===== config.mk =====
export PLATFORM = sky130hd
export DESIGN_NAME = floor_call_decoder
export DESIGN_NICKNAME = d
export VERILOG_FILES = /design/src/rtl/floor_call_decoder.sv
export SDC_FILE = /design/constraint.sdc
export NUM_CORES = 1
export LEC_CHECK = 0
export BUFFER_PORTS_ARGS = -buffer_cell sky130_fd_sc_hd__clkbuf_2
export CORE_MARGIN = 2
export CORE_UTILIZATION = 41
export CTS_BUF_LIST = sky130_fd_sc_hd__clkbuf_4 sky130_fd_sc_hd__clkbuf_8
export CTS_CLUSTER_DIAMETER = 80
export DETAILED_ROUTE_END_ITERATION = 16
export PLACE_DENSITY_LB_ADDON = 0.1
export SLEW_MARGIN = 20
export SYNTH_ARGS = -nofsm -noshare
export SYNTH_HDL_FRONTEND = slang
export SYNTH_SLANG_ARGS = --single-unit

===== constraint.sdc =====
create_clock -name clock -period 1.6 [get_ports clock]
set_input_delay 0.24 -clock clock [delete_from_list [all_inputs] [get_ports clock]]
set_output_delay 0.24 -clock clock [all_outputs]
set_load 0.02 [all_outputs]

===== src/rtl/floor_call_decoder.sv =====
// Elevator call-button decoder: request handshake, pending-call register,
// one-hot floor lamp and above/below call summaries.
module floor_call_decoder #(
  parameter int NUM_FLOORS = 10,
  parameter int FLOOR_W    = 4
) (
  input  logic                  clock,
  input  logic                  reset,
  input  logic                  req_valid,
  input  logic [FLOOR_W-1:0]    req_floor,
  input  logic [FLOOR_W-1:0]    current_floor,
  input  logic                  door_open,
  output logic                  req_ack,
  output logic                  req_err,
  output logic [NUM_FLOORS-1:0] calls,
  output logic [NUM_FLOORS-1:0] lamp,
  output logic                  floor_err,
  output logic                  pending,
  output logic                  call_above,
  output logic                  call_below
);

  typedef enum logic {IDLE = 1'b0, ACK = 1'b1} state_t;

  localparam logic [FLOOR_W:0]      FLOOR_LIMIT = (FLOOR_W + 1)'(NUM_FLOORS);
  localparam logic [NUM_FLOORS-1:0] LAMP_FLOOR0 = NUM_FLOORS'(1);

  state_t state_reg, state_next;

  logic                  accept;
  logic                  req_in_range;
  logic                  floor_in_range;
  logic [NUM_FLOORS-1:0] set_vec;
  logic [NUM_FLOORS-1:0] clr_vec;
  logic [NUM_FLOORS-1:0] lamp_decode;
  logic [NUM_FLOORS-1:0] calls_next;
  logic [NUM_FLOORS-1:0] below_lamp_mask;
  logic [NUM_FLOORS-1:0] above_lamp_mask;

  assign accept         = (state_reg == IDLE) && req_valid;
  assign req_in_range   = ({1'b0, req_floor} < FLOOR_LIMIT);
  assign floor_in_range = ({1'b0, current_floor} < FLOOR_LIMIT);

  always_comb begin
    state_next = state_reg;
    case (state_reg)
      IDLE:    if (req_valid)  state_next = ACK;
      ACK:     if (!req_valid) state_next = IDLE;
      default: state_next = IDLE;
    endcase
  end

  assign req_ack = (state_reg == ACK);

  // Out-of-range floor numbers match no decode bit, so they can never set or clear a call.
  for (genvar gi = 0; gi < NUM_FLOORS; gi++) begin : g_decode
    assign set_vec[gi]     = accept && (req_floor == FLOOR_W'(gi));
    assign lamp_decode[gi] = (current_floor == FLOOR_W'(gi));
    assign clr_vec[gi]     = door_open && lamp_decode[gi];
  end

  // Clear wins over set on the same bit.
  assign calls_next = (calls | set_vec) & ~clr_vec;

  always_ff @(posedge clock or negedge reset) begin
    if (!reset) begin
      state_reg <= IDLE;
      req_err   <= 1'b0;
      calls     <= '0;
      lamp      <= LAMP_FLOOR0;
      floor_err <= 1'b0;
    end else begin
      state_reg <= state_next;
      req_err   <= accept && !req_in_range;
      calls     <= calls_next;
      floor_err <= !floor_in_range;
      if (floor_in_range) begin
        lamp <= lamp_decode;
      end
    end
  end

  // below_lamp_mask[i]: lamp position lies strictly below floor i; above_lamp_mask mirrors it.
  assign below_lamp_mask[0]              = 1'b0;
  assign above_lamp_mask[NUM_FLOORS-1]   = 1'b0;
  for (genvar gi = 1; gi < NUM_FLOORS; gi++) begin : g_below
    assign below_lamp_mask[gi] = below_lamp_mask[gi-1] | lamp[gi-1];
  end
  for (genvar gi = 0; gi < NUM_FLOORS - 1; gi++) begin : g_above
    assign above_lamp_mask[gi] = above_lamp_mask[gi+1] | lamp[gi+1];
  end

  assign pending    = |calls;
  assign call_above = |(calls & below_lamp_mask);
  assign call_below = |(calls & above_lamp_mask);

endmodule


## After elaboration in Yosys (flattened, before gate mapping)

Index checks and enable logic that the tools add are counted.

| word-level totals | value |
|---|---|
| register bits after elaboration | 23 |
| latch bits | 0 |
| bits in writable memories | 0 |
| bits in read-only memories | 0 |
| word-level logic and storage cells | 77 |
| memories kept | 0 |

| cells by class | value |
|---|---|
| $add $sub $neg | 0 |
| multiply operators | 0 |
| div/mod/pow operators | 0 |
| order comparisons | 2 |
| equality and inequality tests | 18 |
| shifts and indexed selects | 0 |
| multiplexer cells | 1 |
| bitwise gates (word level) | 22 |
| reductions and logical operators | 29 |

Operators with widths:

| operator | number |
|---|---|
| equality test 4 x 3 -> 1 bit, second input constant | 8 |
| OR reduction 10 bit | 3 |
| logical AND 1 bit | 22 |
| AND 10 bit | 2 |
| equality test 4 x 2 -> 1 bit, second input constant | 4 |
| equality test 4 bit, second input constant | 4 |
| bitwise OR 1 bit | 16 |
| AND 10 x 9 -> 10 bit | 1 |
| NOT 10 bit | 1 |
| bitwise OR 10 bit | 1 |
| equality test 4 x 1 -> 1 bit, second input constant | 2 |
| logical NOT 4 bit | 2 |
| less-than comparator 4 bit, second input constant | 2 |
| logical NOT 1 bit | 2 |
| 2-to-1 mux 1 bit | 1 |
| NOT 1 bit | 1 |

## Longest topological paths before layout

| logic depth | value |
|---|---|
| word-level depth | 10 |
| depth in mapped cells | 5 |
| depth with buffers taken out | 4 |

## Worst setup path before layout

OpenSTA, ideal clock, no wires.

| timing path | value |
|---|---|
| path kind | flip-flop to output port |
| start | register lamp[6] |
| end | output call_below |
| arrival time | 1.473 ns |
| data required time | 1.360 ns |
| path slack | -0.113 ns |
| stages on the path, launching flop included | 5 |
| path through | dfrtp_1 or4_4 a21oi_2 o21a_1 o211ai_1 |

| on the way | value |
|---|---|
| cells in the longest elaborated chain, start to end | 8 |

Ends and longest elaborated chain:

| item | line | source |
|---|---|---|
| start, declared | 16 | `output logic [NUM_FLOORS-1:0] lamp,` |
| start signal, assigned | 78 | `lamp <= lamp_decode;` |
| bitwise OR 1 bit (*) | 90 | `assign above_lamp_mask[gi] = above_lamp_mask[gi+1] \| lamp[gi+1];` |
| bitwise OR 1 bit (5 in series) | 90 |  |
| AND 10 x 9 -> 10 bit (*) | 95 | `assign call_below = \|(calls & above_lamp_mask);` |
| OR reduction 10 bit (*) | 95 |  |
| end, declared | 20 | `output logic call_below` |

Every way passes the cells marked *; elsewhere a longest branch is shown, timed or not.

## Worst setup path in the final report

Same ends and word-level chain as after synthesis.

==> results.cfg <==
[run_status]
outcome = complete, but fails checks
violations = setup timing

[synth]
synth_area_leaders = dfrtp_1 (47%), a21oi_1 (9.1%), nor2_1 (4.5%)
yosys_warnings = 0
yosysMostFrequentCell = dfrtp_1
synth_cell_types = 32
synth_ff_type = dfrtp_1
yosysSeqAreaShare_pct = 49.73
synth_top_area_share_pct = 47.46
netlist_area_um2 = 1160
synth_area_leader_cell = dfrtp_1
synth.ff_latch_count = 23
synth_edf_count = 0
async_reset_ff_share_pct = 100.0
syn_inst = 124
syn_avg_cell_area_um2 = 9.354
syn-num-nets = 136
synth_common_cells = dfrtp_1 (22), a21oi_1 (21), nor2_1 (14)

[global_route]
grt_remaining_overflow = 0
track_usage_pct = 20.04
grt_max_degree = 24
grt_pass1_wl_um = 5064
antenna_found_initial = 0
grt_pass1_vias = 1080

[worst_hold_path]
hp-class = in2reg

[floorplanning]
core_um2 = 2710
rows = 19
die_h_um = 57.19
die-area_um2 = 3270
ios = 38
die_w_um = 57.19
start_util_pct = 42.80

[critical_path]
crit_type = reg2out
critPathArrivalTime_ps = 1770
cp_slowest_cell = or4_4
startpoint_type = flop
cp-end-kind = output pin
path_max_fanout = 3
reg2reg_setup_slack_ps = 270
cp.required_ps = 1360
crit_chain = or4_4 -> a21oi_2 -> o21a_1 -> o211ai_1 -> buf_4
max_stage_delay_ps = 540

[timing]
finalClockSkew_ps = 0.5429
hold_ws_ps = 48.89
rsz0062_at_grt = yes
relSlewSlack_pct = 62.79
worst_pin_slew_ps = 558.1
fin_crit_ps = 2014
drv_slew = 0
period_share_pct = 125.9
hold_violations = 0
fin_ws_ps = -414.0
setup_viol = 3
max_freq_ghz = 0.4965

[route]
avgViaCountPerCell = 5.587
drc_errors = 0
vias = 1162
antenna_left = 0
firstDrtPassIters = 7
drt_iter0_drc = 51
wire_per_inst_um = 15.25
wl_um = 3171

[placement]
gp_congestion = 0.8042
io_buffer_count = 37
place.detailed.hpwl_um = 2351

[clock_tree]
clockBufferDepth = 2
cts_max_level = 1
cts_inserted_buffers = 3
path_clk_slew_ps = 120
insertion_delay_ps = 300
cts.sinks = 23
cts_tree = done
cts_root_buf = clkbuf_4

[pwr]
p_leak_uw = 0.0007450
max-vdd-ir-drop_mv = 0.6985
power_density_nw_per_um2 = 1010

[finish]
post-route-util_pct = 57.66
finalNetCount = 190
area_growth_pct = 34.74
multi_input_area_um2 = 593.1
nFillCells = 262
antennaDiodeCount = 0
seq_area_um2 = 579.3
drive_gt1_share_pct = 38.42

[flow_run]
maxCapViolations = 0
[placed cells by master (no fill, tap or decap), drive strengths merged, types with 2 or more instances in the layout]
master / n
clkbuf: 38
a21oi: 22
dfrtp: 22
buf: 17
nor2: 14
o21ai: 6
nor2b: 5
nand3: 5
nand2: 4
a22o: 4
nor3: 3
a31oi: 3
a41oi: 3
inv: 3
nor3b: 3
nor4: 3
and3: 2
o211ai: 2
o32ai: 2
a21boi: 2
a22oi: 2
a211oi: 2
[cell families (layout without fill, tap and decap cells)]
| group | after synthesis | in the layout | share of synthesized area, % |
|---|---|---|---|
| buffers and inverters | 7 | 60 | 2.373 |
| AND/OR/NAND/NOR | 43 | 43 | 19.85 |
| AO/OA/AOI/OAI | 51 | 51 | 28.05 |
| flip-flops | 23 | 23 | 49.73 |
[metal layers]
layer / share of wire [%] / GRT usage [%] / vias up
met5: 0 / 0 / -
met4: 0.54 / 8.638 / 0
met3: 5.1 / 2.041 / 4
met2: 45 / 29.23 / 39
met1: 49 / 30.35 / 545
li1: - / - / 574
[path summary, 6_finish.rpt]
check / to / cells after the start / startpoint
min in group asynchronous: calls[9] / 2 / reset
min: req_ack / 1 / req_valid
max in group asynchronous: lamp[6] / 2 / reset
min reg2reg: lamp[4] / 1 / lamp[4]
max reg2reg: calls[3] / 4 / req_ack
max: call_below / 5 / lamp[6]
[layout make-up]
cell class                      count  share of cell area (%)
Sequential cell                    23                   37.07
Timing Repair Buffer               53                   20.02
Tap cell                           31                   2.482
Clock buffer                        3                   1.441
Inverter                            3                  0.7206
Multi-Input combinational cell     94                   37.95
Clock inverter                      1                  0.3203
[report_power, final]
| part | switching (uW) | internal, uW | total, uW | leakage [uW] |
|---|---|---|---|---|
| clock network | 167 | 93.2 | 260 | 0.0000177 |
| logic | 338 | 246 | 584 | 0.000433 |
| registers | 84.1 | 650 | 734 | 0.000294 |
[what timing repair did]
action | in CTS | in global routing
hold buffers | 1 | 0
buffers inserted | 0 | 1
pin swaps | 5 | 2
resized for setup | 5 | 6
hold endpoints to repair | 22 | 0
endpoints found under the setup margin | 3 | 3
[stage by stage]
stage | std cells | instance area, um^2 | setup WS [ps] | TNS, ps | total power [uW]
floorplan | 124 | 1162 | -88.50 | -88.50 | 1051
global placement | 202 | 1475 | -56.52 | -56.52 | 1275
CTS | 207 | 1533 | -426.2 | -759.8 | 1570
detailed placement | 202 | 1475 | -80.29 | -80.29 | 1283
global route | 208 | 1563 | -476.6 | -1004 | 1673
finish | 208 | 1563 | -414.0 | -756.1 | 1578
[flip-flops by register name, summed over array words and instances, names as in the netlist]
register and count:
calls 10, floor_err 1, lamp 10, req_ack 1, req_err 1
[critical path: cells and delay by family, from the launching register on]
kind	cells	cell delay [ps]
and+or+nand+nor	1	540
AOI/OAI and AO/OA	3	330
DFF	1	420
buffers and inverters	1	180
No activity file was read; power rests on OpenSTA's default activity.
